File: src/rtl/cmult_rr_scheduler.sv
// Round-robin scheduler sharing one complex-multiplier pipeline among
// NUM_REQ requesters. Each requester has at most one transaction in flight;
// results are routed back by a tag that travels alongside the multiplier.
module cmult_rr_scheduler #(
    parameter int NUM_REQ  = 4,
    parameter int DW       = 18,
    parameter int MULT_LAT = 3,
    parameter int TAG_W    = (NUM_REQ > 1) ? $clog2(NUM_REQ) : 1
) (
    input  logic                  clk_i,
    input  logic                  srst_i,
    input  logic [NUM_REQ-1:0]    req_valid_i,
    output logic [NUM_REQ-1:0]    req_ready_o,
    input  logic [NUM_REQ*DW-1:0] req_a_i_i,
    input  logic [NUM_REQ*DW-1:0] req_a_q_i,
    input  logic [NUM_REQ*DW-1:0] req_b_i_i,
    input  logic [NUM_REQ*DW-1:0] req_b_q_i,
    output logic                  mult_valid_o,
    output logic [DW-1:0]         mult_a_i_o,
    output logic [DW-1:0]         mult_a_q_o,
    output logic [DW-1:0]         mult_b_i_o,
    output logic [DW-1:0]         mult_b_q_o,
    input  logic [DW-1:0]         mult_res_i_i,
    input  logic [DW-1:0]         mult_res_q_i,
    output logic [NUM_REQ-1:0]    res_valid_o,
    output logic [NUM_REQ*DW-1:0] res_i_o,
    output logic [NUM_REQ*DW-1:0] res_q_o,
    input  logic [NUM_REQ-1:0]    res_ready_i,
    output logic [NUM_REQ-1:0]    busy_o
);

    logic [1:0]         rst_sync;
    logic               rst;
    logic [NUM_REQ-1:0] eligible;
    logic [NUM_REQ-1:0] grant;
    logic               grant_any;
    logic [TAG_W-1:0]   grant_idx;
    logic [TAG_W-1:0]   ptr;
    logic [TAG_W-1:0]   mult_tag;
    logic [MULT_LAT-1:0] pipe_v;
    logic [TAG_W-1:0]   pipe_tag [MULT_LAT];
    logic               cap_v;
    logic [TAG_W-1:0]   cap_tag;
    int                 idx;

    // Reset asserts immediately, deasserts two clocks after srst_i falls.
    always_ff @(posedge clk_i or posedge srst_i) begin
        if (srst_i) rst_sync <= 2'b11;
        else        rst_sync <= {rst_sync[0], 1'b0};
    end

    assign rst = rst_sync[1];

    // A requester competes only while it has nothing outstanding.
    assign eligible    = req_valid_i & ~busy_o & {NUM_REQ{~rst}};
    assign req_ready_o = grant;

    // Round-robin search starting just after the last granted requester.
    always_comb begin
        // NOTE: every combinational output gets a default first so no path leaves it unassigned (no latch).
        grant     = '0;
        grant_any = 1'b0;
        grant_idx = '0;
        idx       = 0;
        for (int i = 1; i <= NUM_REQ; i++) begin
            idx = (int'(ptr) + i) % NUM_REQ;
            if (!grant_any && eligible[idx[TAG_W-1:0]]) begin
                grant_any                = 1'b1;
                grant[idx[TAG_W-1:0]]    = 1'b1;
                grant_idx                = idx[TAG_W-1:0];
            end
        end
    end

    // Issue stage: register the granted operands and their tag.
    always_ff @(posedge clk_i or posedge rst) begin
        if (rst) begin
            ptr          <= TAG_W'(NUM_REQ - 1);
            mult_valid_o <= 1'b0;
            mult_a_i_o   <= '0;
            mult_a_q_o   <= '0;
            mult_b_i_o   <= '0;
            mult_b_q_o   <= '0;
            mult_tag     <= '0;
        end else begin
            // NOTE: state uses non-blocking assignments so every flop samples pre-edge values.
            mult_valid_o <= grant_any;
            if (grant_any) begin
                ptr        <= grant_idx;
                mult_a_i_o <= req_a_i_i[int'(grant_idx)*DW +: DW];
                mult_a_q_o <= req_a_q_i[int'(grant_idx)*DW +: DW];
                mult_b_i_o <= req_b_i_i[int'(grant_idx)*DW +: DW];
                mult_b_q_o <= req_b_q_i[int'(grant_idx)*DW +: DW];
                mult_tag   <= grant_idx;
            end
        end
    end

    // Tag-valid shift register; clearing it drops results issued before reset.
    always_ff @(posedge clk_i or posedge rst) begin
        if (rst) begin
            pipe_v <= '0;
        end else begin
            pipe_v[0] <= mult_valid_o;
            for (int k = 1; k < MULT_LAT; k++) pipe_v[k] <= pipe_v[k-1];
        end
    end

    // Tag shift register, aligned with the multiplier result.
    // NOTE: tag storage has no reset; each entry is only used when its valid bit is set.
    always_ff @(posedge clk_i) begin
        pipe_tag[0] <= mult_tag;
        for (int k = 1; k < MULT_LAT; k++) pipe_tag[k] <= pipe_tag[k-1];
    end

    assign cap_v   = pipe_v[MULT_LAT-1];
    assign cap_tag = pipe_tag[MULT_LAT-1];

    // Per-requester busy flag, result capture and result consume.
    always_ff @(posedge clk_i or posedge rst) begin
        if (rst) begin
            busy_o      <= '0;
            res_valid_o <= '0;
            res_i_o     <= '0;
            res_q_o     <= '0;
        end else begin
            for (int n = 0; n < NUM_REQ; n++) begin
                if (res_valid_o[n] && res_ready_i[n]) begin
                    res_valid_o[n] <= 1'b0;
                    busy_o[n]      <= 1'b0;
                end
                if (grant[n]) busy_o[n] <= 1'b1;
                if (cap_v && int'(cap_tag) == n) begin
                    res_valid_o[n]        <= 1'b1;
                    res_i_o[n*DW +: DW]   <= mult_res_i_i;
                    res_q_o[n*DW +: DW]   <= mult_res_q_i;
                end
            end
        end
    end

    // A capture must never land on a slot whose result is still unconsumed.
    a_no_overwrite: assert property (@(posedge clk_i) disable iff (rst)
        cap_v |-> !res_valid_o[cap_tag]);

endmodule

File: config.mk
export PLATFORM = sky130hd
export DESIGN_NAME = cmult_rr_scheduler
export DESIGN_NICKNAME = d
export VERILOG_FILES = /design/src/rtl/cmult_rr_scheduler.sv
export SDC_FILE = /design/constraint.sdc
export NUM_CORES = 1
export LEC_CHECK = 0
export ABC_AREA = 1
export BUFFER_PORTS_ARGS = -buffer_cell sky130_fd_sc_hd__buf_2
export CORE_AREA = 2 2 220 222
export CTS_BUF_LIST = sky130_fd_sc_hd__clkbuf_8
export CTS_CLUSTER_DIAMETER = 100
export CTS_CLUSTER_SIZE = 24
export DETAILED_ROUTE_END_ITERATION = 6
export DIE_AREA = 0 0 222 224
export PLACE_DENSITY_LB_ADDON = 0.05
export SETUP_SLACK_MARGIN = 0.2
export SYNTH_ARGS = -nofsm -noshare
export SYNTH_HDL_FRONTEND = slang
export SYNTH_SLANG_ARGS = --single-unit
File: constraint.sdc
create_clock -name clk_i -period 7.7 [get_ports clk_i]
set_input_delay 0 -clock clk_i [delete_from_list [all_inputs] [get_ports clk_i]]
set_output_delay 0 -clock clk_i [all_outputs]
set_load 0.005 [all_outputs]
# Word level (Yosys, flattened, before mapping)
# Memories as Yosys holds them, arrays and structs flattened.
# Cells that the tools add are included.
[classes]
reduce_logical = 27
magnitude_cmp = 8
n_bitwise = 7
n_shift = 4
n_mul = 1
n_mux = 40
addsub = 4
div = 0
n_eq_ne = 3
[ops]
columns = ["cell", "n"]
rows = [
  ["$shiftx 72x32->18", 3],
  ["$shiftx 72x8->18", 1],
  ["$mux 1", 24],
  ["$mux 4", 4],
  ["$reduce_bool 2->1", 8],
  ["$logic_and 1x1->1", 15],
  ["$lt 2x3->1 const B", 4],
  ["$or 4x4->4", 3],
  ["$and 4x4->4", 2],
  ["$bmux 1 s2", 4],
  ["$demux 1 s2", 4],
  ["$ge 2x1->1 const B", 4],
  ["$mux 2", 4],
  ["$mul 2x4->6 const B", 1],
  ["$add 2x1->2 const B", 2],
  ["$add 2x2->2 const B", 2],
  ["$eq 2x2->1 const B", 2],
  ["$not 4->4", 1],
  ["$logic_not 1->1", 3],
  ["$eq 2x1->1 const B", 1],
  ["$logic_not 2->1", 1],
  ["$not 1->1", 1],
]
[word_totals]
ramBits = 6
romBits = 0
latchBits = 0
input_bits = 334
word_cells = 120
mem_count = 1
regBits = 234
[memory_table]
columns = ["name", "depth", "width", "rd", "rd_clocked_by_memory_dff", "write_ports", "line_no", "source"]
rows = [
  ["pipe_tag", 3, 2, 3, 0, 3, "41", "logic [TAG_W-1:0] pipe_tag [MULT_LAT];"],
]

# Depth between registers and ports, before layout
# Gate-level depths: netlist (run 1).
[logic_depth]
word_depth = 17
depth_mapped = 18
ltp_nobuf = 16

# Least setup slack after synthesis (run 1)
# OpenSTA, ideal clock, no wires.
[synth_timing]
path_kind = "register to register"
start = "register rst_sync[1]"
end = "register mult_a_i_o[4]"
stages_incl_launch_ff = 15
setup_ns = 0.117
arrival_time_ns = 7.098
path_slack_ns = 0.485
cell_sequence = "dfstp_2 > inv_1 > nand4_1 > nand2_1 > nand2_1 > nand2_1 > o21ai_1 > nand2_2 > buf_2 > clkbuf_1 > nand4_1 > nand3_1 > nand2_1 > nand2_1 > nand2_1"
[synth_via]
elab_chain_cells = 16
word_cells_on_any_way = 26
[synth_rtl]
columns = ["element", "line_no", "source"]
rows = [
  ["start, declared", "32", "logic [1:0] rst_sync;"],
  ["start signal, assigned", "49", "else rst_sync <= {rst_sync[0], 1'b0};"],
  ["$not 1->1 *", "55", "assign eligible = req_valid_i & ~busy_o & {NUM_REQ{~rst}};"],
  ["$and 4x4->4 *", "55", ""],
  ["$bmux 1 s2", "67", "if (!grant_any && eligible[idx[TAG_W-1:0]]) begin"],
  ["$mux 1 (implied by the code)", "67", ""],
  ["$mux 1", "67", ""],
  ["$logic_not 1->1", "67", ""],
  ["$logic_and 1x1->1", "67", ""],
  ["$mux 1", "67", ""],
  ["$logic_not 1->1", "67", ""],
  ["$logic_and 1x1->1", "67", ""],
  ["$mux 1", "67", ""],
  ["$logic_not 1->1", "67", ""],
  ["$logic_and 1x1->1", "67", ""],
  ["$mux 2", "67", ""],
  ["$mul 2x4->6", "90", "mult_a_i_o <= req_a_i_i[int'(grant_idx)*DW +: DW];"],
  ["$shiftx 72x32->18", "90", ""],
  ["end signal, assigned", "90", ""],
  ["end, declared", "19", "output logic [DW-1:0] mult_a_i_o,"],
]
# Mark *: on every way between the ends. The rest lies on a longest branch, timed or not. The select of a mux whose other input is x is not followed.
# A chain may end at the register's enable or synchronous reset.

# Worst setup path after layout (run 1)
[layout_timing]
start = "register ptr[0]"
end = "register mult_a_q_o[9]"
[layout_via]
elab_chain_cells = 15
word_cells_on_any_way = 28
[layout_rtl]
columns = ["element", "line_no", "source"]
rows = [
  ["start, declared", "38", "logic [TAG_W-1:0] ptr;"],
  ["start signal, assigned", "78", "ptr <= TAG_W'(NUM_REQ - 1);"],
  ["start signal, assigned", "89", "ptr <= grant_idx;"],
  ["$add 2x1->2", "66", "idx = (int'(ptr) + i) % NUM_REQ;"],
  ["$bmux 1 s2", "67", ""],
  ["$mux 1 (implied by the code)", "67", ""],
  ["$mux 1", "67", ""],
  ["$logic_not 1->1", "67", ""],
  ["$logic_and 1x1->1", "67", ""],
  ["$mux 1", "67", ""],
  ["$logic_not 1->1", "67", ""],
  ["$logic_and 1x1->1", "67", ""],
  ["$mux 1", "67", ""],
  ["$logic_not 1->1", "67", ""],
  ["$logic_and 1x1->1", "67", ""],
  ["$mux 2", "67", ""],
  ["$mul 2x4->6", "91", "mult_a_q_o <= req_a_q_i[int'(grant_idx)*DW +: DW];"],
  ["$shiftx 72x32->18", "91", ""],
  ["end signal, assigned", "91", ""],
  ["end, declared", "20", "output logic [DW-1:0] mult_a_q_o,"],
]
# Several ways; a longest one is shown, not always the timed one. The select of a mux whose other input is x is not followed.

==> results.yml, run 1 <==
run_status:
  status: "complete, no violations"
timing:
  rsz0062_at_grt: "no"
  skew_ns: 0.0192
  fmax_mhz: 171
  tns_ns: 0
  slew_headroom: 0.284
  setup_violations: 0
  hold_slack_ns: 0.162
  tightest_slew_ns: 1.07
  finalHoldViolations: 0
  timing.final.crit_share: 0.761
  drv_slew: 0
  min_period_ns: 5.86
synthesis:
  yosysMostFrequentCell: "nand2_1"
  synth_async_sr_flop_share: 0.975
  yosys_warnings: 0
  yosysUniqueCellTypes: 27
  yosysTopAreaCellShare: 0.444
  seq_area_frac_synth: 0.462
  netlist_instances: 1819
  post_synth_most_frequent_cells: "nand2_1, inv_1, dfrtp_1"
  synth_seq_cells: 240
  syn_nets: 2161
  synth_area_sq_um: 12900
  yosys-top-cells-area: "dfrtp_1, nand2_1, inv_1"
  synth_flop_cell: "dfrtp_1"
  synth.avg_cell_area_sq_um: 7.12
  synth-edff-count: 0
  yosysTopAreaCell: "dfrtp_1"
clock_tree:
  cts-root-buf: "clkbuf_8"
  cts_tree: "built"
  clock_latency_ns: 0.57
  cts_buffer_depth: 3
  htreeDepth: 1
  post_cts_resized: 0
  cts.clk_slew.worst_paths_ns: 0.14
  post_cts_buffers: 0
  clkSinkCount: 240
  numCtsBuffers: 16
grt:
  grt_use_total: 0.210
  antenna_found_initial: 19
  grt_max_degree: 117
  grt_pass1_vias: 14547
  grt_remaining_overflow: 0
  grt_pass1_wl_um: 83100
placement:
  gp_congestion: 0.871
  port_buffers: 562
  dp.cells: 2889
  hpwlAfterDp_um: 37200
setup_path:
  crit_top_cell: "nand2_1"
  cp-end-kind: "flop"
  cp_max_fo: 82
  critPathKind: "reg -> reg"
  crit_chain: "inv_2 -> ha_1 -> inv_1 -> nand2_2 -> nand2_4 -> nor2_4 -> nand3_4 -> nand3_4 -> buf_4 -> nand2_1 -> nand3_1 -> dlygate4sd3_1 -> nand2_1 -> dlygate4sd3_1 -> nand2_1 -> nand2_1"
  cp.arrival_ns: 6.32
  critical_path_required_ns: 8.16
  start_kind: "flop"
  critPathMaxStageDelay_ns: 1.03
  cp_slowest_cell: "nand3_4"
drt:
  wl_per_cell_um: 17.0
  viasPerCell: 4.57
  drt_iter0_drc: 891
  routed_wl_um: 54000
  vias: 14573
  ant_nets: 0
  detail_route.first_pass.iterations: 5
  drc: 0
floorplan:
  die_h_um: 224
  start_util: 0.274
  ios: 563
  num_rows: 80
  core-area_sq_um: 47300
  die_area_sq_um: 49700
  fp.dieW_um: 222
power_and_ir_drop:
  leakagePower_nw: 11.0
  p_int_mw: 6.13
  seqPwrFrac: 0.197
  max-vdd-ir-drop_mv: 0.575
  netSwitchingPower_mw: 5.71
  p_sw_frac: 0.482
  power.density_nw_per_um2: 621
  combPwrFrac: 0.742
  clkPwrFrac: 0.061
layout:
  syn2layout_area_growth_pct: 47.3
  multi_input_area_sq_um: 5140
  stdcell_count: 3186
  drive_gt1_frac: 0.245
  num-fill-cells: 5093
  fin_nets: 2892
  seq_area_sq_um: 5980
run:
  max_cap_violations: 0
min_path:
  holdCritPathClass: "in -> reg"
## flip-flops by register name, summed over array words and instances (netlist names)
| name | flops |
|---|---|
| busy_o | 4 |
| mult_a_i_o | 18 |
| mult_a_q_o | 18 |
| mult_b_i_o | 18 |
| mult_b_q_o | 18 |
| mult_tag | 2 |
| mult_valid_o | 1 |
| pipe_tag | 6 |
| pipe_v | 3 |
| ptr | 2 |
| res_i_o | 72 |
| res_q_o | 72 |
| res_valid_o | 4 |
| rst_sync | 2 |
## kinds of logic after synthesis
kind of cell | after synthesis | share of synthesized area
and+or+nand+nor | 936 | 0.319
buffers and inverters | 471 | 0.146
DFF | 240 | 0.462
AOI/OAI and AO/OA | 163 | 0.0651
adders and majority gates | 8 | 0.00773
other | 1 | 0.000290
## final timing paths
check	start	endpoint	slack, ns	cells after the start
max	ptr[0]	mult_a_q_o[9]	1.84	16
min	res_ready_i[3]	res_valid_o[3]	0.16	3
max reg2reg	ptr[0]	mult_a_q_o[9]	1.84	16
min reg2reg	pipe_tag[0][1]	pipe_tag[0][3]	0.34	0
max in group asynchronous	rst_sync[1]	mult_a_q_o[10]	5.71	2
min in group asynchronous	rst_sync[1]	mult_b_q_o[5]	0.40	1
## cell type report
type,count,share of cell area
Multi-Input combinational cell,1108,0.270
Antenna cell,12,0.00157
Inverter,350,0.0692
Timing Repair Buffer,834,0.288
Clock buffer,17,0.0123
Sequential cell,240,0.313
Clock inverter,10,0.00538
Tap cell,615,0.0403
## metrics by stage
stage | area, sq um | utilization | setup slack (ns) | total power [mW]
2_1_floorplan | 12900 | - | 0.485 | 7.04
3_3_place_gp | 16100 | 0.341 | 2.99 | 9.01
3_5_place_dp | 16100 | 0.341 | 2.90 | 9.08
4_1_cts | 19100 | 0.402 | 1.81 | 11.9
5_1_grt | 19100 | 0.403 | 1.35 | 13.1
6_report | 19100 | 0.403 | 1.84 | 11.8
## worst max-delay path, delay by kind of cell, from the launching register on
| family | cells | cell delay (ns) |
|---|---|---|
| flops | 1 | 0.69 |
| buf+inv | 5 | 2.13 |
| simple gates | 10 | 2.49 |
| fa+ha+maj | 1 | 0.40 |
## per-layer routing
layer / vias to the layer above / wire [um] / track usage
li1: 7125 / - / -
met1: 6848 / 23400 / 0.271
met2: 500 / 24900 / 0.341
met3: 86 / 4040 / 0.0551
met4: 14 / 1570 / 0.0693
met5: - / 90 / 0
## power groups by stage
| stage | sequential (mW) | clock (mW) | combinational [mW] |
|---|---|---|---|
| detailed placement | 2.35 | 0 | 6.73 |
| global route | 2.41 | 0.812 | 9.85 |
| finish | 2.33 | 0.726 | 8.79 |
| global placement | 2.35 | 0 | 6.67 |
| CTS | 2.33 | 0.766 | 8.80 |
| floorplan | 2.38 | 0 | 4.67 |
## layout by cell type (no fill, tap or decap), types with 2 or more instances in the layout
cell,count
o21ai_0,151
buf_2,562
nand4_1,145
nand2_1,613
a21oi_1,5
diode_2,12
inv_2,3
clkinv_8,2
dfxtp_1,6
nand2_2,4
nand3_1,157
nor2_1,4
buf_4,14
inv_1,348
nand3_4,2
nor2_4,2
clkinv_2,2
o221ai_1,4
ha_1,8
dfrtp_1,230
nand2_4,3
nand3_2,5
dlygate4sd3_1,258
clkbuf_8,17
dfstp_2,4
## what timing repair did
item	CTS	global route
endpoints found under the setup margin	0	0
hold endpoints to repair	226	0
hold buffers	258	0
Power figures use the tool's default switching activity.
==> inputs of run 2 (changes only) <==
--- a/config.mk
+++ b/config.mk
@@ -5,7 +5,7 @@
 export SDC_FILE = /design/constraint.sdc
 export NUM_CORES = 1
 export LEC_CHECK = 0
-export ABC_AREA = 1
+export ABC_AREA = 0
 export BUFFER_PORTS_ARGS = -buffer_cell sky130_fd_sc_hd__buf_2
 export CORE_AREA = 2 2 220 222
 export CTS_BUF_LIST = sky130_fd_sc_hd__clkbuf_8
==> constraint.sdc (replaced) <==
create_clock -name clk_i -period 5.7 [get_ports clk_i]
set_input_delay 0 -clock clk_i [delete_from_list [all_inputs] [get_ports clk_i]]
set_output_delay 0 -clock clk_i [all_outputs]
set_load 0.005 [all_outputs]
==> run 2 against run 1 <==
Against the previous run: combinational power decreased by 8.1%; fmax rose by 24%; clock power grew 35%; design area up 13%; critical path depth fell by 5; critical endpoint is now mult_a_q_o[1]; final cell count fell by 6.0%; setup slack lost 0.88 ns; via count is 13% higher; sequential share of layout area fell by 3.6 points; global-route usage grew 4.4 points.
==> results.yml, run 2 <==
synthesis:
  synth_area_sq_um: 15500
  syn_nets: 2009
  synth.avg_cell_area_sq_um: 9.32
  yosys_warnings: 0
  synth_async_sr_flop_share: 0.975
  yosys.area_share.simple: 0.169
  synthAdderAreaFrac: 0.00644
  yosysMostFrequentCell: "nand2_1"
  seq_area_frac_synth: 0.385
  synth_compound_area_frac: 0.224
  synth-edff-count: 0
  synth_flop_cell: "dfrtp_1"
  synth_top_family_by_area: "compound AO/OA/AOI/OAI gates"
  netlist_instances: 1667
  yosys-mux-area-fraction: 0.151
  post_synth_most_frequent_cells: "nand2_1, dfrtp_1, nor2_1"
  yosysTopAreaCell: "dfrtp_1"
  post_synth_xor_area_fraction: 0.000564
  yosys-top-cells-area: "dfrtp_1, mux2_2, nand2_1"
  yosysTopAreaCellShare: 0.371
  yosysUniqueCellTypes: 55
  synth_seq_cells: 240
grt:
  antenna_found_initial: 37
  met1_usage: 0.330
  grt_use_met2: 0.425
  grt_remaining_overflow: 0
  grt_pass1_wl_um: 99200
  grt_use_total: 0.254
  grtUsageMet3: 0.0474
  grt_max_degree: 167
  grt_busiest_layer: "met2"
  grt_pass1_vias: 16046
min_path:
  min_to: "ptr[1]"
  worstHoldStart: "req_valid_i[0]"
  holdPathStages: 6
  holdCritPathClass: "in -> reg"
placement:
  pre_cts_ws_ns: 1.83
  dpl_cell_area_sq_um: 18600
  port_buffers: 562
  gp_congestion: 0.836
  dp.cells: 2688
  hpwlAfterDp_um: 41600
layout:
  num-fill-cells: 4688
  fin_nets: 2691
  final_common_cell: "buf_2"
  design_area_sq_um: 21600
  final_cell_mix: "buf_2, nand2_1, dlygate4sd3_1, dfrtp_1, nor2_1"
  seq_area_sq_um: 5980
  reg_top3: "res_i_o x72, res_q_o x72"
  multi_input_area_sq_um: 8750
  drive_gt1_frac: 0.367
  stdcell_count: 2996
  finalCoreUtilization: 0.455
  syn2layout_area_growth_pct: 38.8
drt:
  vias: 16415
  detail_route.first_pass.iterations: 6
  routed_wl_um: 66000
  wl_per_cell_um: 22.0
  drc: 0
  viasPerCell: 5.48
  ant_nets: 0
  drt_iter0_drc: 1141
setup_path:
  crit_chain: "inv_4 -> ha_1 -> nor2_1 -> o21ai_1 -> o211a_4 -> nor2_8 -> buf_12 -> mux2i_1 -> dlygate4sd3_1 -> a211oi_2 -> dlygate4sd3_1"
  crit_top_cell: "dlygate4sd3_1"
  r2r-end: "mult_a_q_o[1]"
  rr_startpoint: "ptr[0]"
  ff2ff_path_depth: 11
  cp_top_family: "buffers and inverters"
  critPathMaxStageDelay_ns: 0.71
  cp-end-kind: "flop"
  critPathBufInv: 4
  cp.arrival_ns: 5.23
  critPathKind: "reg -> reg"
  rrSetupSlack_ns: 0.97
  critical_path_required_ns: 6.19
  cp_max_fo: 52
  start_kind: "flop"
  cp_slowest_cell: "dfstp_4"
timing:
  skew_ns: 0.0306
  timing.final.crit_share: 0.831
  min_period_ns: 4.73
  drv_slew: 0
  rsz0062_at_grt: "no"
  hold_slack_ns: 0.143
  tns_ns: 0
  slew_headroom: 0.204
  tightest_slew_ns: 1.19
  finalHoldViolations: 0
  fmax_mhz: 211
  worst_slack_ns: 0.965
  setup_violations: 0
floorplan:
  die_area_sq_um: 49700
  core-area_sq_um: 47300
  start_util: 0.328
  die_h_um: 224
  fp.dieW_um: 222
  num_rows: 80
  ios: 563
clock_tree:
  clock_latency_ns: 0.59
  cts.clk_slew.worst_paths_ns: 0.16
  htreeDepth: 1
  cts_buffer_depth: 3
  clkSinkCount: 240
  cts-root-buf: "clkbuf_8"
  cts_tree: "built"
  post_cts_buffers: 0
  numCtsBuffers: 16
run_status:
  status: "complete, no violations"
power_and_ir_drop:
  finalPower_mw: 12.2
  max-vdd-ir-drop_mv: 0.431
  power.density_nw_per_um2: 564
  leakagePower_nw: 9.32
run:
  max_cap_violations: 0
==> run 2: cell count changes after synthesis, moves of 84 or more <==
cell      before  now
a211oi_1       0   84
nand3_1      163   75
o21ai_0      151    6
nand4_1      145    0
nand2_1      615  296
inv_1        348   11
mux2_2         0  144
nor2_1         4  146
==> run 2: worst max path at each step <==
| stage | start | end | slack, ns | cells after the start |
|---|---|---|---|---|
| floorplan | rst_sync[1] | mult_b_q_o[1] | -0.27 | 9 |
| global placement | rst_sync[1] | mult_a_i_o[14] | 1.90 | 6 |
| detailed placement | rst_sync[1] | mult_a_i_o[6] | 1.83 | 6 |
| CTS | ptr[0] | mult_b_q_o[11] | 0.99 | 11 |
| global route | ptr[0] | mult_b_i_o[1] | 0.72 | 11 |
| finish | ptr[0] | mult_a_q_o[1] | 0.97 | 11 |
==> run 2: cells by family (layout without fill, tap and decap cells) <==
kind of cell | after synthesis | in the layout
adders and majority gates | 8 | 8
buffers and inverters | 192 | 882
DFF | 240 | 240
xor gates and xnor gates | 1 | 1
other | 1 | 25
and+or+nand+nor | 614 | 614
AOI/OAI and AO/OA | 395 | 395
muxes | 216 | 216
==> run 2: metal layers <==
metal	vias to the layer above	wire, um
met1	8059	27900
met5	-	163
met4	26	1700
met2	648	32100
met3	112	4150
li1	7570	-
==> run 2: area by class of cell <==
class / instances / area share
Antenna cell: 24 / 0.00279
Clock buffer: 17 / 0.0109
Clock inverter: 9 / 0.00470
Inverter: 11 / 0.00220
Multi-Input combinational cell: 1235 / 0.406
Sequential cell: 240 / 0.278
Tap cell: 615 / 0.0357
Timing Repair Buffer: 845 / 0.261
==> run 2: timing repair <==
| item | 4_1_cts | 5_1_grt |
|---|---|---|
| hold buffers | 258 | 0 |
| hold endpoints to repair | 226 | 0 |
| setup endpoints to repair | 0 | 0 |
| resized for setup | 0 | 0 |
==> run 2: tightest hold or removal path: stages <==
cell and delay (ns):
buf_2 0.10, nor2b_1 0.13, o211a_1 0.21, o21ai_4 0.07, nand2_2 0.09, o21ai_0 0.09
==> run 2: power by group <==
part / switching [mW] / leakage [nW] / total, mW / internal, mW
clock network: 0.672 / 0.178 / 0.983 / 0.311
registers: 0.484 / 2.78 / 3.10 / 2.62
logic: 4.34 / 6.36 / 8.08 / 3.75
total: 5.49 / 9.32 / 12.2 / 6.67
==> inputs of run 3 (changes only) <==
==> constraint.sdc (replaced) <==
create_clock -name clk_i -period 4.7 [get_ports clk_i]
set_input_delay 0 -clock clk_i [delete_from_list [all_inputs] [get_ports clk_i]]
set_output_delay 0 -clock clk_i [all_outputs]
set_load 0.005 [all_outputs]
==> run 3 against run 2 <==
Against the previous run: clock skew fell by 0.0017 ns; global-route usage is 0.39 points higher; largest cell class unchanged; design area up 2.4%; wire length is 1.9% higher; first-iteration DRC count shrank 1.8%; clock power grew 32%; die area unchanged.
==> results.yml, run 3 (synthesis results as in run 2) <==
setup_path:
  cp_slowest_cell: "buf_4"
  crit_chain: "buf_4 -> buf_6 -> nand2_1 -> a22oi_2 -> dlygate4sd3_1 -> nor3_2 -> dlygate4sd3_1 -> a211oi_1"
  critPathBufInv: 4
  cp_top_family: "buffers and inverters"
  cp.depth: 8
  ff2ff_path_depth: 8
  crit_top_cell: "dlygate4sd3_1"
  cp_max_fo: 100
  cp-end-kind: "flop"
  start_kind: "flop"
  critPathKind: "reg -> reg"
  critPathMaxStageDelay_ns: 0.84
  critical_path_required_ns: 5.15
  cp.arrival_ns: 4.71
placement:
  dpl_cell_area_sq_um: 18600
  port_buffers: 562
  gp_congestion: 0.834
  dp.cells: 2694
  hpwlAfterDp_um: 42300
layout:
  final_common_cell: "buf_2"
  finalCoreUtilization: 0.466
  drive_gt1_frac: 0.364
  num-fill-cells: 4710
  final_cell_mix: "buf_2, dlygate4sd3_1, nand2_1, dfrtp_1, nor2_1"
  reg_top3: "res_i_o x72, res_q_o x72"
  seq_area_sq_um: 5980
  multi_input_area_sq_um: 8770
  fin_nets: 2741
  design_area_sq_um: 22100
  stdcell_count: 3043
  syn2layout_area_growth_pct: 42.2
power_and_ir_drop:
  leakagePower_nw: 9.59
  max-vdd-ir-drop_mv: 0.646
  clkPwrFrac: 0.087
  seqPwrFrac: 0.252
  power.density_nw_per_um2: 677
  combPwrFrac: 0.661
  netSwitchingPower_mw: 6.75
  p_sw_frac: 0.451
  finalPower_mw: 14.9
  p_int_mw: 8.20
clock_tree:
  cts-root-buf: "clkbuf_8"
  clock_latency_ns: 0.59
  cts_tree: "built"
  numCtsBuffers: 17
  cts_buffer_depth: 3
  clkSinkCount: 240
  htreeDepth: 1
  cts.clk_slew.worst_paths_ns: 0.14
drt:
  viasPerCell: 5.51
  vias: 16758
  detail_route.first_pass.iterations: 5
  drt_iter0_drc: 1121
  ant_nets: 0
  routed_wl_um: 67300
  drc: 0
  wl_per_cell_um: 22.1
timing:
  tightest_slew_ns: 1.12
  finalHoldViolations: 0
  timing.final.crit_share: 0.905
  drv_slew: 0
  slew_headroom: 0.254
  setup_violations: 0
  min_period_ns: 4.25
  fmax_mhz: 235
  skew_ns: 0.0289
  rsz0062_at_grt: "no"
grt:
  grt_remaining_overflow: 0
  antenna_found_initial: 35
  grt_pass1_wl_um: 101000
  grt_pass1_vias: 16443
  grt_max_degree: 155
  grt_use_total: 0.257
run_status:
  status: "complete, no violations"
floorplan:
  ios: 563
  num_rows: 80
  core-area_sq_um: 47300
  start_util: 0.328
  die_area_sq_um: 49700
  fp.dieW_um: 222
  die_h_um: 224
min_path:
  holdCritPathClass: "in -> reg"
  holdPathStages: 3
run:
  max_cap_violations: 0
## run 3: cell count changes in the layout (fill, tap and decap cells not counted), sizes merged, moves of 3 or more
cell / previous run / this run
dlygate4sd3: 258 / 298
buf: 587 / 594
clkinv: 4 / 0
inv: 15 / 19
diode: 24 / 21
## run 3: path summary, 6_finish.rpt
kind	start	slack [ns]	to
max in group asynchronous	rst_sync[1]	2.99	mult_a_q_o[12]
worst min register to register	pipe_tag[0][3]	0.34	pipe_tag[0][5]
worst min-delay path	res_ready_i[3]	0.16	res_valid_o[3]
worst max-delay path	ptr[0]	0.45	mult_a_i_o[8]
min in group asynchronous	srst_i	0.53	rst_sync[1]
worst max register to register	ptr[0]	0.45	mult_a_i_o[8]
## run 3: worst min-delay path, stage by stage
cell	delay [ns]
dlygate4sd3_1	0.53
buf_2	0.11
o21ai_0	0.07
## run 3: what timing repair did
item                                    4_1_cts  5_1_grt
hold buffers                                298        0
buffers inserted                              0        1
resized for setup                             0        4
hold endpoints to repair                    228        0
endpoints found under the setup margin        0       49
## run 3: stage by stage
stage          TNS, ns  hold slack [ns]  setup WS, ns
3_5_place_dp         0           0.0279          1.25
3_3_place_gp         0           0.0211          1.29
4_1_cts              0            0.126         0.215
6_report             0            0.156         0.445
2_1_floorplan  -102.93          -0.0885         -1.27
5_1_grt              0            0.142         0.224
## run 3: power groups by stage
stage	sequential (mW)	combinational (mW)	clock [mW]
4_1_cts	3.76	9.77	1.37
3_5_place_dp	3.82	8.43	0
5_1_grt	3.91	10.7	1.43
2_1_floorplan	3.82	5.73	0
3_3_place_gp	3.79	8.34	0
6_report	3.77	9.88	1.30
## run 3: layer usage
metal,global-route usage,vias to the layer above,routed length [um]
met5,0,-,195
met4,0.0883,30,1930
met3,0.0538,132,4300
met2,0.437,568,32900
met1,0.325,8347,28000
li1,-,7681,-
## run 3: area by class of cell
type	count	area share
repair buffers	892	0.276
well taps	615	0.0349
multi-input cells	1237	0.397
diodes	21	0.00238
flip-flops and latches	240	0.271
inverters	11	0.00215
clock buffers	17	0.0106
clock inverters	10	0.00635
